## src/rtl/bus_seq_key_if.sv

```systemverilog
// Bus-side signal bundle for the snooping key/unlock engine.
// master: CPU/bus side driving accesses; slave: the key engine.
// Ports: sel_n, strobe, addr, br_w (access); resp_q, resp_oe, unlocked, key_idx (engine).
interface bus_seq_key_if #(
    parameter int ADDR_W = 14,
    parameter int RESP_W = 2
);
    logic              sel_n;
    logic              strobe;
    logic [ADDR_W-1:0] addr;
    logic              br_w;
    logic [RESP_W-1:0] resp_q;
    logic              resp_oe;
    logic              unlocked;
    logic [3:0]        key_idx;

    modport master (
        output sel_n, strobe, addr, br_w,
        input  resp_q, resp_oe, unlocked, key_idx
    );

    modport slave (
        input  sel_n, strobe, addr, br_w,
        output resp_q, resp_oe, unlocked, key_idx
    );
endinterface

```

## src/rtl/bus_seq_key.sv

```systemverilog
// Purpose: snoops reads in a decoded window, matches a nibble key sequence, then streams LFSR bits.
// Latency: response drive is combinational in the hit cycle; state/unlocked/key_idx update at the next edge.
// Backpressure: none; every strobe is consumed in its own cycle.
// Ports: clk, rst_n (async active-low) plus the bus_seq_key_if slave modport
//   (sel_n, strobe, addr, br_w in; resp_q, resp_oe, unlocked, key_idx out).
// Optional: define BUS_SEQ_KEY_TIMEOUT_EN to relock after TIMEOUT_CYC idle cycles.
module bus_seq_key #(
    parameter int                      ADDR_W      = 14,
    parameter logic [ADDR_W-1:0]       WIN_BASE    = 14'h1000,
    parameter logic [ADDR_W-1:0]       WIN_MASK    = 14'h3000,
    parameter int                      NIB_LSB     = 4,
    parameter int                      NIB_W       = 4,
    parameter int                      KEY_LEN     = 4,
    parameter logic [KEY_LEN*NIB_W-1:0] KEY_SEQ    = 16'h5A3C,
    parameter int                      LFSR_W      = 6,
    parameter logic [LFSR_W-1:0]       LFSR_SEED   = 6'h01,
    parameter int                      RESP_W      = 2,
    parameter int                      STREAM_LEN  = 8,
    parameter int                      TIMEOUT_CYC = 1024
) (
    input  logic          clk,
    input  logic          rst_n,
    bus_seq_key_if.slave  bus
);

    typedef enum logic {
        LOCKED = 1'b0,
        STREAM = 1'b1
    } state_t;

    state_t            state_q, state_d;
    logic [3:0]        key_idx_q, key_idx_d;
    logic [LFSR_W-1:0] lfsr_q, lfsr_d;
    logic [7:0]        cnt_q, cnt_d;

    logic              hit;
    logic              miss;
    logic [NIB_W-1:0]  nib;
    logic [NIB_W-1:0]  key_cur;
    logic [NIB_W-1:0]  key_first;
    logic [3:0]        key_next;
    logic [7:0]        cnt_inc;

    // Access classification.
    always_comb begin
        hit  = bus.strobe & ~bus.sel_n & bus.br_w & ((bus.addr & WIN_MASK) == WIN_BASE);
        miss = bus.strobe & ~hit;
        nib  = bus.addr[NIB_LSB +: NIB_W];
    end

    // Key element at the current match index; a constant-index loop keeps
    // the selection free of out-of-range part-selects.
    always_comb begin
        key_cur   = '0;
        key_first = KEY_SEQ[NIB_W-1:0];
        for (int i = 0; i < KEY_LEN; i++) begin
            if (key_idx_q == 4'(i)) begin
                key_cur = KEY_SEQ[i*NIB_W +: NIB_W];
            end
        end
    end

`ifdef BUS_SEQ_KEY_TIMEOUT_EN
    logic [15:0] idle_q;
    logic        idle_expire;

    // A strobe in the expiry cycle clears the counter and wins over the timeout.
    assign idle_expire = ~bus.strobe & (idle_q == 16'(TIMEOUT_CYC - 1));

    always_ff @(posedge clk or negedge rst_n) begin
        if (!rst_n) begin
            idle_q <= '0;
        end else if (bus.strobe) begin
            idle_q <= '0;
        end else begin
            idle_q <= idle_q + 16'd1;
        end
    end
`else
    logic unused_timeout;
    assign unused_timeout = (TIMEOUT_CYC != 0);
`endif

    // Next-state logic.
    always_comb begin
        state_d   = state_q;
        key_idx_d = key_idx_q;
        lfsr_d    = lfsr_q;
        cnt_d     = cnt_q;
        key_next  = '0;
        cnt_inc   = cnt_q + 8'd1;

        case (state_q)
            LOCKED: begin
                if (hit) begin
                    // A wrong nibble that happens to be the first key
                    // element starts a fresh attempt rather than losing it.
                    if (nib == key_cur) begin
                        key_next = key_idx_q + 4'd1;
                    end else if (nib == key_first) begin
                        key_next = 4'd1;
                    end else begin
                        key_next = 4'd0;
                    end

                    if (key_next == 4'(KEY_LEN)) begin
                        state_d   = STREAM;
                        key_idx_d = '0;
                        lfsr_d    = LFSR_SEED;
                        cnt_d     = '0;
                    end else begin
                        key_idx_d = key_next;
                    end
                end else if (miss) begin
                    key_idx_d = '0;
                end
            end

            STREAM: begin
                if (hit) begin
                    lfsr_d = {lfsr_q[LFSR_W-2:0], lfsr_q[LFSR_W-1] ^ lfsr_q[LFSR_W-2]};
                    if (cnt_inc == 8'(STREAM_LEN)) begin
                        state_d = LOCKED;
                        cnt_d   = '0;
                    end else begin
                        cnt_d = cnt_inc;
                    end
                end else if (miss) begin
                    // Any foreign access aborts the stream on the spot.
                    state_d   = LOCKED;
                    key_idx_d = '0;
                    cnt_d     = '0;
                end
            end

            default: begin
                state_d   = LOCKED;
                key_idx_d = '0;
                cnt_d     = '0;
            end
        endcase

`ifdef BUS_SEQ_KEY_TIMEOUT_EN
        if (idle_expire) begin
            state_d   = LOCKED;
            key_idx_d = '0;
            cnt_d     = '0;
        end
`endif
    end

    always_ff @(posedge clk or negedge rst_n) begin
        if (!rst_n) begin
            state_q   <= LOCKED;
            key_idx_q <= '0;
            lfsr_q    <= LFSR_SEED;
            cnt_q     <= '0;
        end else begin
            state_q   <= state_d;
            key_idx_q <= key_idx_d;
            lfsr_q    <= lfsr_d;
            cnt_q     <= cnt_d;
        end
    end

    // Response drive is purely combinational off the current hit so the
    // data lands in the same bus cycle as the read.
    always_comb begin
        bus.resp_oe  = (state_q == STREAM) & hit;
        bus.resp_q   = bus.resp_oe ? lfsr_q[RESP_W-1:0] : '0;
        bus.unlocked = (state_q == STREAM);
        bus.key_idx  = key_idx_q;
    end

endmodule

```

## src/flat_wrapper.sv

```systemverilog
// flat-port wrapper written by rule: the top's interface ports become plain ports
module bus_seq_key_flat 
#(
    parameter int                      ADDR_W      = 14,
    parameter logic [ADDR_W-1:0]       WIN_BASE    = 14'h1000,
    parameter logic [ADDR_W-1:0]       WIN_MASK    = 14'h3000,
    parameter int                      NIB_LSB     = 4,
    parameter int                      NIB_W       = 4,
    parameter int                      KEY_LEN     = 4,
    parameter logic [KEY_LEN*NIB_W-1:0] KEY_SEQ    = 16'h5A3C,
    parameter int                      LFSR_W      = 6,
    parameter logic [LFSR_W-1:0]       LFSR_SEED   = 6'h01,
    parameter int                      RESP_W      = 2,
    parameter int                      STREAM_LEN  = 8,
    parameter int                      TIMEOUT_CYC = 1024
)
  (clk, rst_n, bus_sel_n, bus_strobe, bus_addr, bus_br_w, bus_resp_q, bus_resp_oe, bus_unlocked, bus_key_idx);
  bus_seq_key_if #(.ADDR_W(ADDR_W), .RESP_W(RESP_W)) bus_i ();
  input  logic clk;
  input  logic rst_n;
  input wire logic [$bits(bus_i.sel_n)-1:0] bus_sel_n;
  input wire logic [$bits(bus_i.strobe)-1:0] bus_strobe;
  input wire logic [$bits(bus_i.addr)-1:0] bus_addr;
  input wire logic [$bits(bus_i.br_w)-1:0] bus_br_w;
  output wire logic [$bits(bus_i.resp_q)-1:0] bus_resp_q;
  output wire logic [$bits(bus_i.resp_oe)-1:0] bus_resp_oe;
  output wire logic [$bits(bus_i.unlocked)-1:0] bus_unlocked;
  output wire logic [$bits(bus_i.key_idx)-1:0] bus_key_idx;
  assign bus_i.sel_n = bus_sel_n;
  assign bus_i.strobe = bus_strobe;
  assign bus_i.addr = bus_addr;
  assign bus_i.br_w = bus_br_w;
  assign bus_resp_q = bus_i.resp_q;
  assign bus_resp_oe = bus_i.resp_oe;
  assign bus_unlocked = bus_i.unlocked;
  assign bus_key_idx = bus_i.key_idx;
  bus_seq_key #(.ADDR_W(ADDR_W), .WIN_BASE(WIN_BASE), .WIN_MASK(WIN_MASK), .NIB_LSB(NIB_LSB), .NIB_W(NIB_W), .KEY_LEN(KEY_LEN), .KEY_SEQ(KEY_SEQ), .LFSR_W(LFSR_W), .LFSR_SEED(LFSR_SEED), .RESP_W(RESP_W), .STREAM_LEN(STREAM_LEN), .TIMEOUT_CYC(TIMEOUT_CYC)) u_core (.clk(clk), .rst_n(rst_n), .bus(bus_i));
endmodule
```

## config.mk

```make
export PLATFORM = sky130hd
export DESIGN_NAME = bus_seq_key_flat
export DESIGN_NICKNAME = d
export VERILOG_FILES = /design/src/rtl/bus_seq_key_if.sv /design/src/rtl/bus_seq_key.sv /design/src/flat_wrapper.sv
export SDC_FILE = /design/constraint.sdc
export NUM_CORES = 1
export LEC_CHECK = 0
export ABC_CLOCK_PERIOD_IN_PS = 2600
export CELL_PAD_IN_SITES_DETAIL_PLACEMENT = 0
export CELL_PAD_IN_SITES_GLOBAL_PLACEMENT = 1
export CORE_MARGIN = 2
export CORE_UTILIZATION = 30
export CTS_CLUSTER_SIZE = 20
export DETAILED_ROUTE_END_ITERATION = 7
export PLACE_DENSITY = 0.79
export SLEW_MARGIN = 25
export SYNTH_ARGS = -nofsm -noshare
export SYNTH_HDL_FRONTEND = slang
export SYNTH_SLANG_ARGS = --single-unit
```

## constraint.sdc

```tcl
create_clock -name clk -period 2.6 [get_ports clk]
set_input_delay 0.78 -clock clk [delete_from_list [all_inputs] [get_ports clk]]
set_output_delay 0.78 -clock clk [all_outputs]
set_load 0.05 [all_outputs]
```

# Word-level counts from Yosys, hierarchy flattened
# Cells that the tools add are included.
word_totals:
  regBits: 19
  latchBits: 0
  ram_bits: 0
  mem_bits_ro: 0
  output_inout_bits: 8
  n_memories: 0
op_classes:
  addsub: 2
  n_mul: 0
  div: 0
  order_cmp: 0
  n_eq_ne: 13
  shift: 0
  muxes: 30
  n_bitwise: 9
  n_reduce_logical: 3
ops:
  columns: ["operator", "n"]
  rows:
  - ["$mux 4", 11]
  - ["$mux 8", 5]
  - ["$mux 6", 3]
  - ["$pmux 8 s2", 1]
  - ["$pmux 6 s2", 1]
  - ["$add 8x1->8 const B", 1]
  - ["$eq 4x2->1 const B", 2]
  - ["$eq 8x4->1 const B", 1]
  - ["$pmux 4 s2", 1]
  - ["$mux 1", 6]
  - ["$reduce_and 3->1", 2]
  - ["$and 1x1->1", 5]
  - ["$add 4x1->4 const B", 1]
  - ["$eq 4x1->1 const B", 1]
  - ["$eq 4x3->1 const B", 1]
  - ["$eq 4x4->1", 1]
  - ["$eq 4x4->1 const B", 1]
  - ["$logic_not 4->1", 1]
  - ["$ne 2x1->1 const B", 2]
  - ["$ne 2x2->1 const B", 2]
  - ["$ne 3x3->1 const B", 1]
  - ["$not 1->1", 3]
  - ["$eq 2x1->1 const B", 1]
  - ["$mux 2", 1]
  - ["2 further kinds", 2]

# Longest topological paths before layout
logic_depth:
  ltp_word: 13
  ltp_mapped: 8

# Worst setup path after synthesis
# Ideal clock, no wire load.
synth_path:
  path_type: "input to output"
  startpoint: "input port bus_addr[13]"
  endpoint: "output port bus_resp_oe"
  arrival_ns: 2.190
  slack_ns: -0.370
  cell_stages: 4
  path_buffers: 2
  cell_sequence: "and4bb_2 and3_1 clkbuf_1 clkbuf_1"
synth_via:
  elab_chain_cells: 3
synth_rtl:
  columns: ["item", "line_no", "text"]
  rows:
  - ["start: declaration", "flat_wrapper.sv:23", "input wire logic [$bits(bus_i.addr)-1:0] bus_addr;"]
  - ["$eq 2x1->1", "bus_seq_key.sv:46", "hit = bus.strobe & ~bus.sel_n & bus.br_w & ((bus.addr & WIN_MASK) == WIN_BASE);"]
  - ["$and 1x1->1", "bus_seq_key.sv:46", null]
  - ["$and 1x1->1", "bus_seq_key.sv:169", "bus.resp_oe = (state_q == STREAM) & hit;"]
  - ["end: declaration", "flat_wrapper.sv:26", "output wire logic [$bits(bus_i.resp_oe)-1:0] bus_resp_oe;"]
# Every way passes these cells.

# Worst setup path after layout
layout_path:
  startpoint: "input port bus_strobe"
  endpoint: "output port bus_resp_q[0]"
layout_via:
  elab_chain_cells: 5
layout_rtl:
  columns: ["item", "line_no", "text"]
  rows:
  - ["start: declaration", "flat_wrapper.sv:22", "input wire logic [$bits(bus_i.strobe)-1:0] bus_strobe;"]
  - ["$and 1x1->1 (3 in series)", "bus_seq_key.sv:46", null]
  - ["$and 1x1->1", "bus_seq_key.sv:169", null]
  - ["$mux 2", "bus_seq_key.sv:170", "bus.resp_q = bus.resp_oe ? lfsr_q[RESP_W-1:0] : '0;"]
  - ["end: declaration", "flat_wrapper.sv:25", "output wire logic [$bits(bus_i.resp_q)-1:0] bus_resp_q;"]
# Every way passes these cells.

==> metrics.yaml <==
status: "finished clean"
die_width_microns: 67.44
htree_levels: 1
leakage_nw: 0.7235
rows: 23
drt-initial-drc-count: 18
crit_fanout: 4
hold_viol: 0
fmax_mhz: 391.1
core_region_area_sq_um: 3943
grt_pass1_vias: 1191
drive_gt1_share_pct: 20.61
crit_family: "buffers and inverters"
setup_viol: 0
post-route-min-period_ns: 2.557
dieArea_sq_um: 4548
synth_area_sq_um: 1207
final_cell_mix: "buf_4, dfrtp_1, nand2_1"
p_per_area_nw_per_um2: 335.6
required_ns: 1.82
pin_count: 27
ant_nets: 0
grt_first_pass_wirelength_mm: 5.119
tightest_slew_ns: 0.5255
rr_startpoint: "u_core.bus.key_idx[0]$_DFFE_PN0N_"
cts_buffer_depth: 2
gp_congestion: 0.7452
path_cells: "clkdlybuf4s50_1, and3_4, and2_4, buf_12"
crit_path_end_kind: "primary output"
ctsHoldBuffers: 0
wl_per_cell_microns: 13.80
clock_latency_ns: 0.25
num_antenna_cells: 0
startpoint_type: "input pin"
clock_skew_ns: 0.001281
clkSinkCount: 19
die-height_microns: 67.44
num_vias: 1150
worstHoldStart: "u_core.lfsr_q[1]$_DFFE_PN0P_"
slew_headroom_pct: 64.86
final_nets: 190
finalNonFillerCells: 215
crit_buf_inv: 2
start_util_pct: 30.63
arrival_ns: 1.78
synth_cell_type_count: 42
syn_inst: 131
antenna_found_initial: 0
min_period_over_period_pct: 98.34
worst_path_largest_cell_delay_ns: 0.48
slowest_stage: "clkdlybuf4s50_1"
path_class: "in -> out"
syn_avg_cell_area_sq_um: 9.217
grt_max_degree: 14
overflow: 0
syn2layout_area_growth_pct: 35.85
async_reset_ff_share_pct: 100.0
dp_cells: 209
fill_cells: 383
drc_errors: 0
cts_tree: "done"
synth_enable_flop_cells: 0
cap_violations: 0
hpwl_mm: 2.225
cts_root_buf: "clkbuf_8"
slew_violations: 0
crit_start: "bus_strobe"
numCtsBuffers: 3
first_pass_iters: 4
worst_hold_slack_ns: 0.4963
avgViaCountPerCell: 5.349
peakVddDrop_v: 0.0002240
drt-total-wl_mm: 2.968
hp-class: "reg -> reg"
clkTransAtPathRegs_ns: 0.07
grt_usage_pct: 14.81
ys_warn_count: 0
port_buffers: 18
ys.flop_type: "dfrtp_1"
ys_seq_elements: 19
rsz0062_at_grt: "false"
synth_seq_area_share_pct: 39.48
synth_fp_nets: 155
==> metal layers <==
layer / wire, microns / track usage [%] / vias to the layer above
met4: 62 / 8.418 / 0
met3: 84 / 1.667 / 6
met1: 1266 / 16.94 / 560
met2: 1555 / 26.61 / 22
met5: 0 / 0 / -
li1: - / - / 562
==> Yosys cell counts (2+ instances only) <==
| cell | n | area (sq um) |
|---|---|---|
| and3_1 | 3 | 18.77 |
| clkbuf_1 | 3 | 11.26 |
| nor2_1 | 6 | 22.52 |
| nor4_1 | 2 | 12.51 |
| nand2_1 | 13 | 48.80 |
| o21ai_0 | 5 | 25.02 |
| nand2b_1 | 3 | 18.77 |
| nor2b_1 | 3 | 18.77 |
| and2_1 | 2 | 12.51 |
| inv_1 | 7 | 26.28 |
| nor3_1 | 3 | 15.01 |
| nand3_1 | 9 | 45.04 |
| xnor2_1 | 2 | 17.52 |
| or3_1 | 4 | 25.02 |
| a31oi_1 | 4 | 25.02 |
| a21o_1 | 2 | 15.01 |
| dfrtp_1 | 18 | 450.4 |
| mux2i_1 | 2 | 20.02 |
| a21oi_1 | 5 | 25.02 |
| or4_1 | 2 | 15.01 |
| a22o_1 | 5 | 43.79 |
| o211ai_1 | 4 | 30.03 |
| ha_1 | 5 | 62.56 |
==> cell type report <==
cell class | count | area, sq um | share of cell area, %
multi-input combinational | 101 | 698.2 | 42.56
sequential | 19 | 479.2 | 29.21
timing repair buffer | 34 | 327.8 | 19.98
tap | 50 | 62.56 | 3.814
clock buffer | 3 | 41.29 | 2.517
inverter | 7 | 26.28 | 1.602
clock inverter | 1 | 5.005 | 0.3051
==> kinds of logic after synthesis <==
group,count (synthesis),synth area share [%]
buf+inv,11,3.523
flops,19,39.48
simple gates,54,23.94
compound gates,38,24.77
mux,2,1.658
xor+xnor,2,1.451
fa+ha+maj,5,5.181
==> path summary, 6_finish.rpt <==
check                      slack (ns)  depth (start not counted)                           end
min reg2reg                      0.50                          1  u_core.lfsr_q[1]$_DFFE_PN0P_
max reg2reg                      0.17                          7   u_core.cnt_q[3]$_DFFE_PN0P_
max in group asynchronous        1.13                          2  u_core.lfsr_q[0]$_DFFE_PN1P_
min in group asynchronous        0.87                          1  u_core.lfsr_q[5]$_DFFE_PN0P_
min                              0.50                          1  u_core.lfsr_q[1]$_DFFE_PN0P_
max                              0.04                          4                 bus_resp_q[0]
==> what timing repair did <==
action,in CTS,in global routing
gates resized for setup,8,1
pin swaps,2,0
setup buffers,2,0
cloned,0,0
setup endpoints to repair,3,2
==> sequential cells by signal (all words and copies together), names as in the netlist <==
register,cells
u_core.lfsr_q,6
u_core.bus.key_idx,4
u_core.bus.unlocked,1
u_core.cnt_q,8
==> metrics by stage <==
step | area, sq um | util, % | TNS [ns] | total power, mW | setup WS [ns]
global route | 1640 | 41.61 | 0 | 0.5753 | 0.003188
finish | 1640 | 41.61 | 0 | 0.5504 | 0.04316
global placement | 1575 | 39.96 | -1.789 | 0.3496 | -0.2398
CTS | 1639 | 41.57 | 0 | 0.5556 | 0.04044
detailed placement | 1575 | 39.96 | -2.472 | 0.3520 | -0.2631
floorplan | 1225 | - | 0 | 0.3156 | 0.02902
==> power breakdown <==
| group | switching [mW] | internal, mW | leakage, nW |
|---|---|---|---|
| combinational | 0.0227 | 0.0259 | 0.455 |
| sequential | 0.000625 | 0.296 | 0.243 |
| clock | 0.0989 | 0.106 | 0.0255 |
| total | 0.122 | 0.428 | 0.723 |
Note: power is estimated with default switching activity, not from simulation.
